## src/rtl/inst_mem.sv

```systemverilog
// Read-only boot-program instruction memory: byte-organised little-endian image,
// registered word-aligned fetch with one cycle of latency.
module inst_mem #(
    parameter int unsigned DEPTH_WORDS = 32
) (
    input  logic        CLK,
    input  logic        RESET,
    input  logic [31:0] PC,
    output logic [31:0] INST_CODE
);

    localparam int unsigned BYTES = 4 * DEPTH_WORDS;
    localparam int unsigned AW    = $clog2(BYTES);

    // Boot program, lowest word in the low bits.
    localparam logic [127:0] BOOT_IMAGE = {
        32'h0051E233,   // 0x0C or  x4,x3,x5
        32'h003170B3,   // 0x08 and x1,x2,x3
        32'h403402B3,   // 0x04 sub x5,x8,x3
        32'h019806B3    // 0x00 add x13,x16,x25
    };

    logic [7:0]    mem [BYTES];
    logic [AW-1:0] base_addr;
    logic          in_range;
    logic [31:0]   inst_d;
    logic [31:0]   inst_q;

    // Contents are pure constants, so no PC value (even X/Z) can disturb them.
    for (genvar b = 0; b < BYTES; b++) begin : g_rom
        if (b < 16) begin : g_boot
            assign mem[b] = BOOT_IMAGE[8*b +: 8];
        end else begin : g_zero
            assign mem[b] = 8'h00;
        end
    end

    assign base_addr = {PC[AW-1:2], 2'b00};
    assign in_range  = (PC < 32'(BYTES));

    always_comb begin
        inst_d = 32'h0000_0000;
        if (in_range) begin
            inst_d = {mem[{base_addr[AW-1:2], 2'b11}],
                      mem[{base_addr[AW-1:2], 2'b10}],
                      mem[{base_addr[AW-1:2], 2'b01}],
                      mem[base_addr]};
        end
    end

    always_ff @(posedge CLK or negedge RESET) begin
        if (!RESET) begin
            inst_q <= 32'h0000_0000;
        end else begin
            inst_q <= inst_d;
        end
    end

    assign INST_CODE = inst_q;

endmodule

```

## config.mk

```make
export PLATFORM = sky130hd
export DESIGN_NAME = inst_mem
export DESIGN_NICKNAME = d
export VERILOG_FILES = /design/src/rtl/inst_mem.sv
export SDC_FILE = /design/constraint.sdc
export NUM_CORES = 1
export LEC_CHECK = 0
export CORE_ASPECT_RATIO = 0.8
export CORE_UTILIZATION = 28
export CTS_CLUSTER_DIAMETER = 100
export CTS_CLUSTER_SIZE = 10
export DETAILED_ROUTE_END_ITERATION = 10
export GPL_ROUTABILITY_DRIVEN = 0
export GPL_TIMING_DRIVEN = 1
export MAX_ROUTING_LAYER = met4
export PLACE_DENSITY = 0.79
export SYNTH_ARGS = -nofsm -noshare
export SYNTH_HDL_FRONTEND = slang
export SYNTH_SLANG_ARGS = --single-unit
```

## constraint.sdc

```tcl
create_clock -name CLK -period 0.8 [get_ports CLK]
set_input_delay 0.08 -clock CLK [delete_from_list [all_inputs] [get_ports CLK]]
set_output_delay 0.08 -clock CLK [all_outputs]
set_load 0.02 [all_outputs]
```

==> results of run 1 <==
layout make-up:
| class | count | area share, % |
|---|---|---|
| well taps | 25 | 2.41 |
| flip-flops and latches | 9 | 17.3 |
| multi-input cells | 43 | 36.0 |
| inverters | 2 | 0.577 |
| clock buffers | 4 | 2.02 |
| repair buffers | 65 | 41.7 |
cells in the final DEF, fill, tap and decap left out, drive strengths merged:
cell type and instances:
clkdlybuf4s15 6, dfrtp 9, nor4b 2, nand2 8, ha 5, inv 2, nand4 2, nor3 6
nor4 7, buf 51, clkbuf 6, nor3b 1, clkdlybuf4s50 1, dlygate4sd2 5, conb 12
cell usage after synthesis (all sizes together):
cell    n  share of area (%)
dfrtp   9                 36
buf    23                 27
inv     2                1.2
nor4    7                8.9
conb    1               0.59
ha      5                9.9
nor3b   1                1.2
nand2   7                4.1
nor3    6                4.7
nor4b   2                4.7
nand4   1                2.0
metrics by stage:
stage                     power, uW  hold slack (ps)  utilization [%]  std cells
after global routing           1180              125             60.8        148
after CTS                      1120             97.7             58.7        147
final                          1120             99.5             60.8        148
after global placement          763              377             54.5        133
after floorplan                 596             -216                -         75
after detailed placement        770              381             54.5        133
metal layers:
| layer | track usage (%) | up-vias |
|---|---|---|
| met2 | 31.1 | 36 |
| met5 | - | - |
| li1 | - | 307 |
| met3 | 5.26 | 5 |
| met1 | 16.7 | 296 |
| met4 | 11.5 | 0 |
power by group through the flow:
stage	Clock [uW]	Sequential [uW]	Combinational (uW)
after floorplan	0	464	133
after global placement	0	464	299
after detailed placement	0	464	307
after CTS	356	455	304
after global routing	390	455	337
final	352	455	317
worst max path at each step:
stage	slack, ps	start	end
2_1_floorplan	-130	PC[23]	INST_CODE[7]
3_3_place_gp	-640	PC[28]	INST_CODE[7]
3_5_place_dp	-680	PC[29]	INST_CODE[7]
4_1_cts	-120	INST_CODE[20]	INST_CODE[0]
5_1_grt	-170	INST_CODE[20]	INST_CODE[0]
6_report	-130	PC[5]	INST_CODE[20]
logic make-up after synthesis:
group | Yosys count | synth area share, %
adders and majority gates | 5 | 9.86
buffers and inverters | 25 | 28.4
DFF | 9 | 35.5
other | 1 | 0.591
and+or+nand+nor | 24 | 25.6
what timing repair did:
action	CTS	global route
gates resized for setup	209	17
setup buffers	7	1
setup endpoints to repair	29	28
pin swaps	15	9
gates cloned	3	0
==> out/summary.txt, run 1 <==
Number of synthesized register bits = 9
Vias per cell = 4.35
Share of post-route cells with drive strength above 1 = 66.7%
PnR worst setup slack = -130 ps
Switching part of the total = 29.2%
Synth unique cells = 12
Sink Count = 9
Pwr dens = 865 nW/um2
Cell Chain, Critical Path = buf_2 -> nor4_4 -> nand4_4 -> buf_4 -> nor3b_2
Endpoints failing setup = 26
Sequential area share after synthesis = 35.5%
Starting Density = 29.6%
CTS Buf Count = 3
Die Y = 44.6 um
WP buf/inv = 2
DRC Markers = 0
Total wire length = 2.08 mm
Initial drt markers = 12
# IOs = 66
Area occupied by multi-input gates = 468 um2
Die X = 55.2 um
Combinational power share = 28.2%
Max Clk Rate = 1080 MHz
Critical Path Start Type = input port
GRT Total Usage = 17.4%
M1 wire length = 715 um
Outcome = complete, but fails checks
Clock transition at path regs = 60 ps
Placement Rows = 15
Root buf cell = clkbuf_4
CTS tree = done
Routed len/inst = 14.0 um
Grt total ovfl = 0
Final slew viol count = 0
Post-Syn Instances = 64
Syn Std Cell Area = 634 um2
Area Growth Syn to Fin = 105%
Final Hold Viols = 0
Clk pwr share = 31.3%
Largest net degree at the start of global routing = 10
Failing checks = setup timing
Vias post-DR = 644
Vias in the first global route = 638
Slowest cell on crit path = nor4_4
CP Max Fanout = 5
Crit path kind = input port to flop
First-pass GRT wire length = 3.14 mm
Placed inst area = 1170 um2
Port bufs = 51
Register area = 225 um2
Syn Area/Cell = 9.91 um2
Sw Pwr = 328 uW
Initial antenna violation count = 0
# hold bufs at CTS = 0
Fillers = 166
Critical path's largest stage delay = 340 ps
Core Area = 2140 um2
Final worst-path cycle share = 116%
Leakage = 0.000629 uW
Setup TNS = -2170 ps
Tmin final = 930 ps
HPWL after DPL = 1.31 mm
ANT nets after route = 0
HP Class = input port to asynchronous set/reset pin
DR WL met2 = 1.16 mm
Cell Int Power = 796 uW
Met3 wire length = 142 um
# diodes = 0
CTS Buffer Depth = 2
Die area = 2460 um2
Crit path depth = 5
Critical Path End Type = flop
RSZ-0062 raised after global routing = yes
H-tree Lvls = 1
CP delay by family, top = simple AND/OR/NAND/NOR gates
Setup WS pre-CTS = -676 ps
Worst Path Required = 990 ps
Reg power frac = 40.5%
Final net count = 163
Worst vdd ir = 644 uV
DR pass1 iterations = 4
Synth Warn # = 0
Final instance area = 1300 um2
Max cap viols = 0
Arr. time, crit path = 1120 ps
Highest metal used = met4
Largest register FFs = 9
Power figures use the tool's default switching activity.
==> inputs of run 2 (changes only) <==
--- a/config.mk
+++ b/config.mk
@@ -8,2 +8,3 @@
 export CORE_ASPECT_RATIO = 0.8
+export CORE_MARGIN = 2
 export CORE_UTILIZATION = 28
--- a/constraint.sdc
+++ b/constraint.sdc
@@ -3,2 +3,2 @@
 set_output_delay 0.08 -clock CLK [all_outputs]
-set_load 0.02 [all_outputs]
+set_load 0.005 [all_outputs]
==> run 2 against run 1 <==
The run still ends with setup timing left. Largest cell class unchanged. Highest routed layer unchanged. Sequential power is essentially flat. Flip-flop and latch count unchanged. Largest power group unchanged. Worst setup slack got worse by 29 ps. Via count down 0.78%. Utilization down 3.2 points. First-iteration DRC count shrank 17%. Worst hold slack gained 16 ps. Combinational power fell by 18%.
==> out/summary.txt, run 2 (synthesis results as in run 1) <==
Share of post-route cells with drive strength above 1 = 66.1%
Final Hold Viols = 0
Crit path kind = flop to output pin
Total wire length = 2.00 mm
PnR worst setup slack = -158 ps
Initial antenna violation count = 0
Grt total ovfl = 0
Core Area = 2160 um2
Endpoints failing setup = 26
Critical path's largest stage delay = 400 ps
Routed len/inst = 13.7 um
DRC Markers = 0
CTS tree = done
Final worst-path cycle share = 120%
Vias post-DR = 639
Vias per cell = 4.38
CTS Buf Count = 3
Pwr dens = 833 nW/um2
Die Y = 46.6 um
Worst vdd ir = 800 uV
Largest register FFs = 9
Outcome = complete, but fails checks
CP Max Fanout = 3
Leakage = 0.000627 uW
Critical Path End Type = output pin
Failing checks = setup timing
Register area = 225 um2
GRT Total Usage = 16.6%
First-pass GRT wire length = 3.22 mm
Max Clk Rate = 1040 MHz
Final net count = 161
H-tree Lvls = 1
Largest net degree at the start of global routing = 10
Commonest non-fill, non-tap cell in the layout = buf_2
ANT nets after route = 0
WP buf/inv = 2
Root buf cell = clkbuf_4
Cell Chain, Critical Path = buf_6 -> buf_6
Initial drt markers = 10
Clock transition at path regs = 50 ps
Area occupied by multi-input gates = 448 um2
Sink Count = 9
Critical Path Start Type = flop
CTS Buffer Depth = 2
Commonest non-fill, non-tap cells in the layout = buf_2, buf_6, conb_1
# IOs = 66
Arr. time, crit path = 880 ps
Fillers = 187
DR pass1 iterations = 4
Most used cell, CP = buf_6
HP Class = input port to asynchronous set/reset pin
Port bufs = 51
Worst Path Required = 720 ps
HPWL after DPL = 1.33 mm
Vias in the first global route = 673
Placement Rows = 15
Final slew viol count = 0
CP delay by family, top = flip-flops
Starting Density = 29.4%
Max cap viols = 0
RSZ-0062 raised after global routing = yes
Setup TNS = -1590 ps
Die X = 57.2 um
Area Growth Syn to Fin = 95.9%
Tmin final = 958 ps
Slowest cell on crit path = dfrtp_1
# diodes = 0
Die area = 2660 um2
Total power = 1040 uW
run 2: cell types whose count changed in the layout (fill, tap and decap cells not counted), moves of 2 or more:
cell | previous run | this run
buf_4 | 12 | 6
buf_2 | 18 | 23
dlygate4sd2_1 | 5 | 2
nand2_1 | 2 | 5
nand2_2 | 6 | 3
clkbuf_2 | 2 | 4
run 2: per-stage QoR:
step	hold WS, ps	util (%)	area (um2)	worst slack [ps]	instances
after global placement	376	53.3	1150	-627	131
after global routing	147	57.6	1240	-209	146
after detailed placement	385	53.3	1150	-673	131
final	115	57.6	1240	-158	146
after floorplan	-216	-	759	-127	75
after CTS	122	57.9	1250	-168	146
run 2: what timing repair did:
item | in CTS | in global routing
pin swaps | 14 | 14
endpoints found under the setup margin | 29 | 29
endpoints found under the hold margin | 0 | 0
cloned | 3 | 0
setup buffers | 8 | 0
hold buffers | 0 | 0
gates resized for setup | 198 | 15
run 2: cell type report:
cell class                      count  share of cell area [%]
Tap cell                           25                    2.52
Sequential cell                     9                    18.1
Multi-Input combinational cell     43                    36.1
Timing Repair Buffer               63                    40.6
Clock buffer                        4                    2.11
Inverter                            2                   0.604
run 2: report_power, final:
part / internal (uW) / switching, uW / total (uW)
combinational: 139 / 122 / 260
clock: 190 / 129 / 319
sequential: 456 / 0.00000123 / 456
run 2: final timing paths:
| kind | from | end | slack (ps) | cells after the start |
|---|---|---|---|---|
| max in group asynchronous | RESET | INST_CODE[22] | 420 | 1 |
| min in group CLK | PC[5] | INST_CODE[21] | 150 | 4 |
| worst max-delay path | INST_CODE[20] | INST_CODE[1] | -160 | 2 |
| worst min-delay path | RESET | INST_CODE[24] | 120 | 1 |
run 2: routing by layer:
metal  track usage (%)  share of wire (%)  vias up
met2              31.7                 55       39
met3              3.93                8.5        4
li1                  -                  -      303
met1              17.2                 34      293
met5                 -                  0        -
met4              5.12                2.7        0
==> inputs of run 3 (changes only) <==
RECOVER_POWER = 100   (was default)
==> run 3 against run 2 <==
The run still ends with setup timing left. Critical endpoint unchanged. Largest power group unchanged. Utilization stayed put. Worst setup slack stayed put. Combinational power is essentially flat. Sequential power about the same.
==> out/summary.txt, run 3 (synthesis results as in run 1) <==
Outcome = complete, but fails checks
Failing checks = setup timing
Port bufs = 51
Die Y = 46.6 um
H-tree Lvls = 1
Combinational power share = 25.1%
CTS Buf Count = 3
Root buf cell = clkbuf_4
Largest register FFs = 9
Die X = 57.2 um
Endpoints failing setup = 26
Critical Path Start Type = flop
Commonest non-fill, non-tap cells in the layout = buf_2, buf_6, conb_1
Max Clk Rate = 1040 MHz
Placed insts = 131
Sw Pwr = 250 uW
Slowest cell on crit path = dfrtp_1
Commonest non-fill, non-tap cell in the layout = buf_2
Pwr dens = 832 nW/um2
Clock transition at path regs = 50 ps
HPWL after DPL = 1.33 mm
Final worst-path cycle share = 120%
CTS Buffer Depth = 2
Switching part of the total = 24.2%
Final Hold Viols = 0
Setup TNS = -1600 ps
Fillers = 187
HP Class = input port to flop
CP Max Fanout = 3
Critical path's largest stage delay = 400 ps
Crit. Startpoint = INST_CODE[20]
Max cap viols = 0
Initial drt markers = 10
Crit path kind = flop to output pin
Largest net degree at the start of global routing = 10
RSZ-0062 raised after global routing = yes
# diodes = 0
Critical Path End Type = output pin
CP delay by family, top = flip-flops
Final net count = 161
Starting Density = 29.4%
PnR worst setup slack = -158 ps
CTS tree = done
Crit path depth = 2
Grt total ovfl = 0
Tmin final = 958 ps
Vias per cell = 4.38
# IOs = 66
Cell Chain, Critical Path = buf_6 -> buf_6
Critical path destination = INST_CODE[1]
Register area = 225 um2
Sink Count = 9
Area Growth Syn to Fin = 95.9%
Vias in the first global route = 673
Reg power frac = 44.0%
DR pass1 iterations = 4
Worst Path Required = 720 ps
Worst hold slack = 146 ps
Most used cell, CP = buf_6
Placed inst area = 1150 um2
ANT nets after route = 0
Fin cells = 146
Total wire length = 2.00 mm
# hold bufs at CTS = 0
Final slew viol count = 0
Area occupied by multi-input gates = 448 um2
DRC Markers = 0
Leakage = 0.000628 uW
First-pass GRT wire length = 3.22 mm
Arr. time, crit path = 880 ps
Vias post-DR = 639
Worst vdd ir = 800 uV
Final instance area = 1240 um2
WP buf/inv = 2
Share of post-route cells with drive strength above 1 = 66.1%
Clk pwr share = 30.9%
Initial antenna violation count = 0
GRT Total Usage = 16.6%
Setup WS pre-CTS = -673 ps
Die area = 2660 um2
Cell Int Power = 784 uW
Core Area = 2160 um2
Placement Rows = 15
Routed len/inst = 13.7 um
-- run 3: cell count changes in the layout (fill, tap and decap cells not counted) --
| cell | change |
|---|---|
| dlygate4sd3_1 | +1 |
| clkdlybuf4s50_1 | -1 |
-- run 3: timing repair --
item,CTS,global route
endpoints found under the setup margin,29,29
resized for setup,198,15
cloned,3,0
setup buffers,8,0
pin swaps,14,14
-- run 3: area by class of cell --
class / count / area share (%)
sequential: 9 / 18.1
clock buffer: 4 / 2.11
multi-input combinational: 43 / 36.1
tap: 25 / 2.52
inverter: 2 / 0.604
timing repair buffer: 63 / 40.6
-- run 3: through the flow --
stage               power, uW  utilization [%]
floorplan                 557                -
global placement          720             53.3
detailed placement        727             53.3
CTS                      1050             57.9
global route             1090             57.6
finish                   1030             57.6
-- run 3: power groups by stage --
stage	registers [uW]	clock network [uW]	logic, uW
floorplan	464	0	93.7
global placement	464	0	256
detailed placement	464	0	264
CTS	455	330	261
global route	455	357	281
finish	456	319	260
-- run 3: how the worst min path moves through the flow --
stage	start	to	cells past startpoint
global route	PC[7]	INST_CODE[21]	4
floorplan	RESET	INST_CODE[12]	0
finish	PC[5]	INST_CODE[21]	4
global placement	RESET	INST_CODE[21]	1
detailed placement	RESET	INST_CODE[24]	1
CTS	RESET	INST_CODE[24]	1
-- run 3: tightest hold or removal path: stages --
cell and delay (ps):
buf_6 80, nor4_4 40, nand4_4 100, nor3_2 50
-- run 3: routing by layer --
metal  vias up  wire length (um)  part of all wire (%)  global-route usage [%]
met1       293               685                    34                    17.2
met4         0                54                   2.7                    5.12
met5         -                 0                     0                       -
li1        303                 -                     -                       -
met3         4               168                   8.4                    3.93
met2        39              1090                    54                    31.7
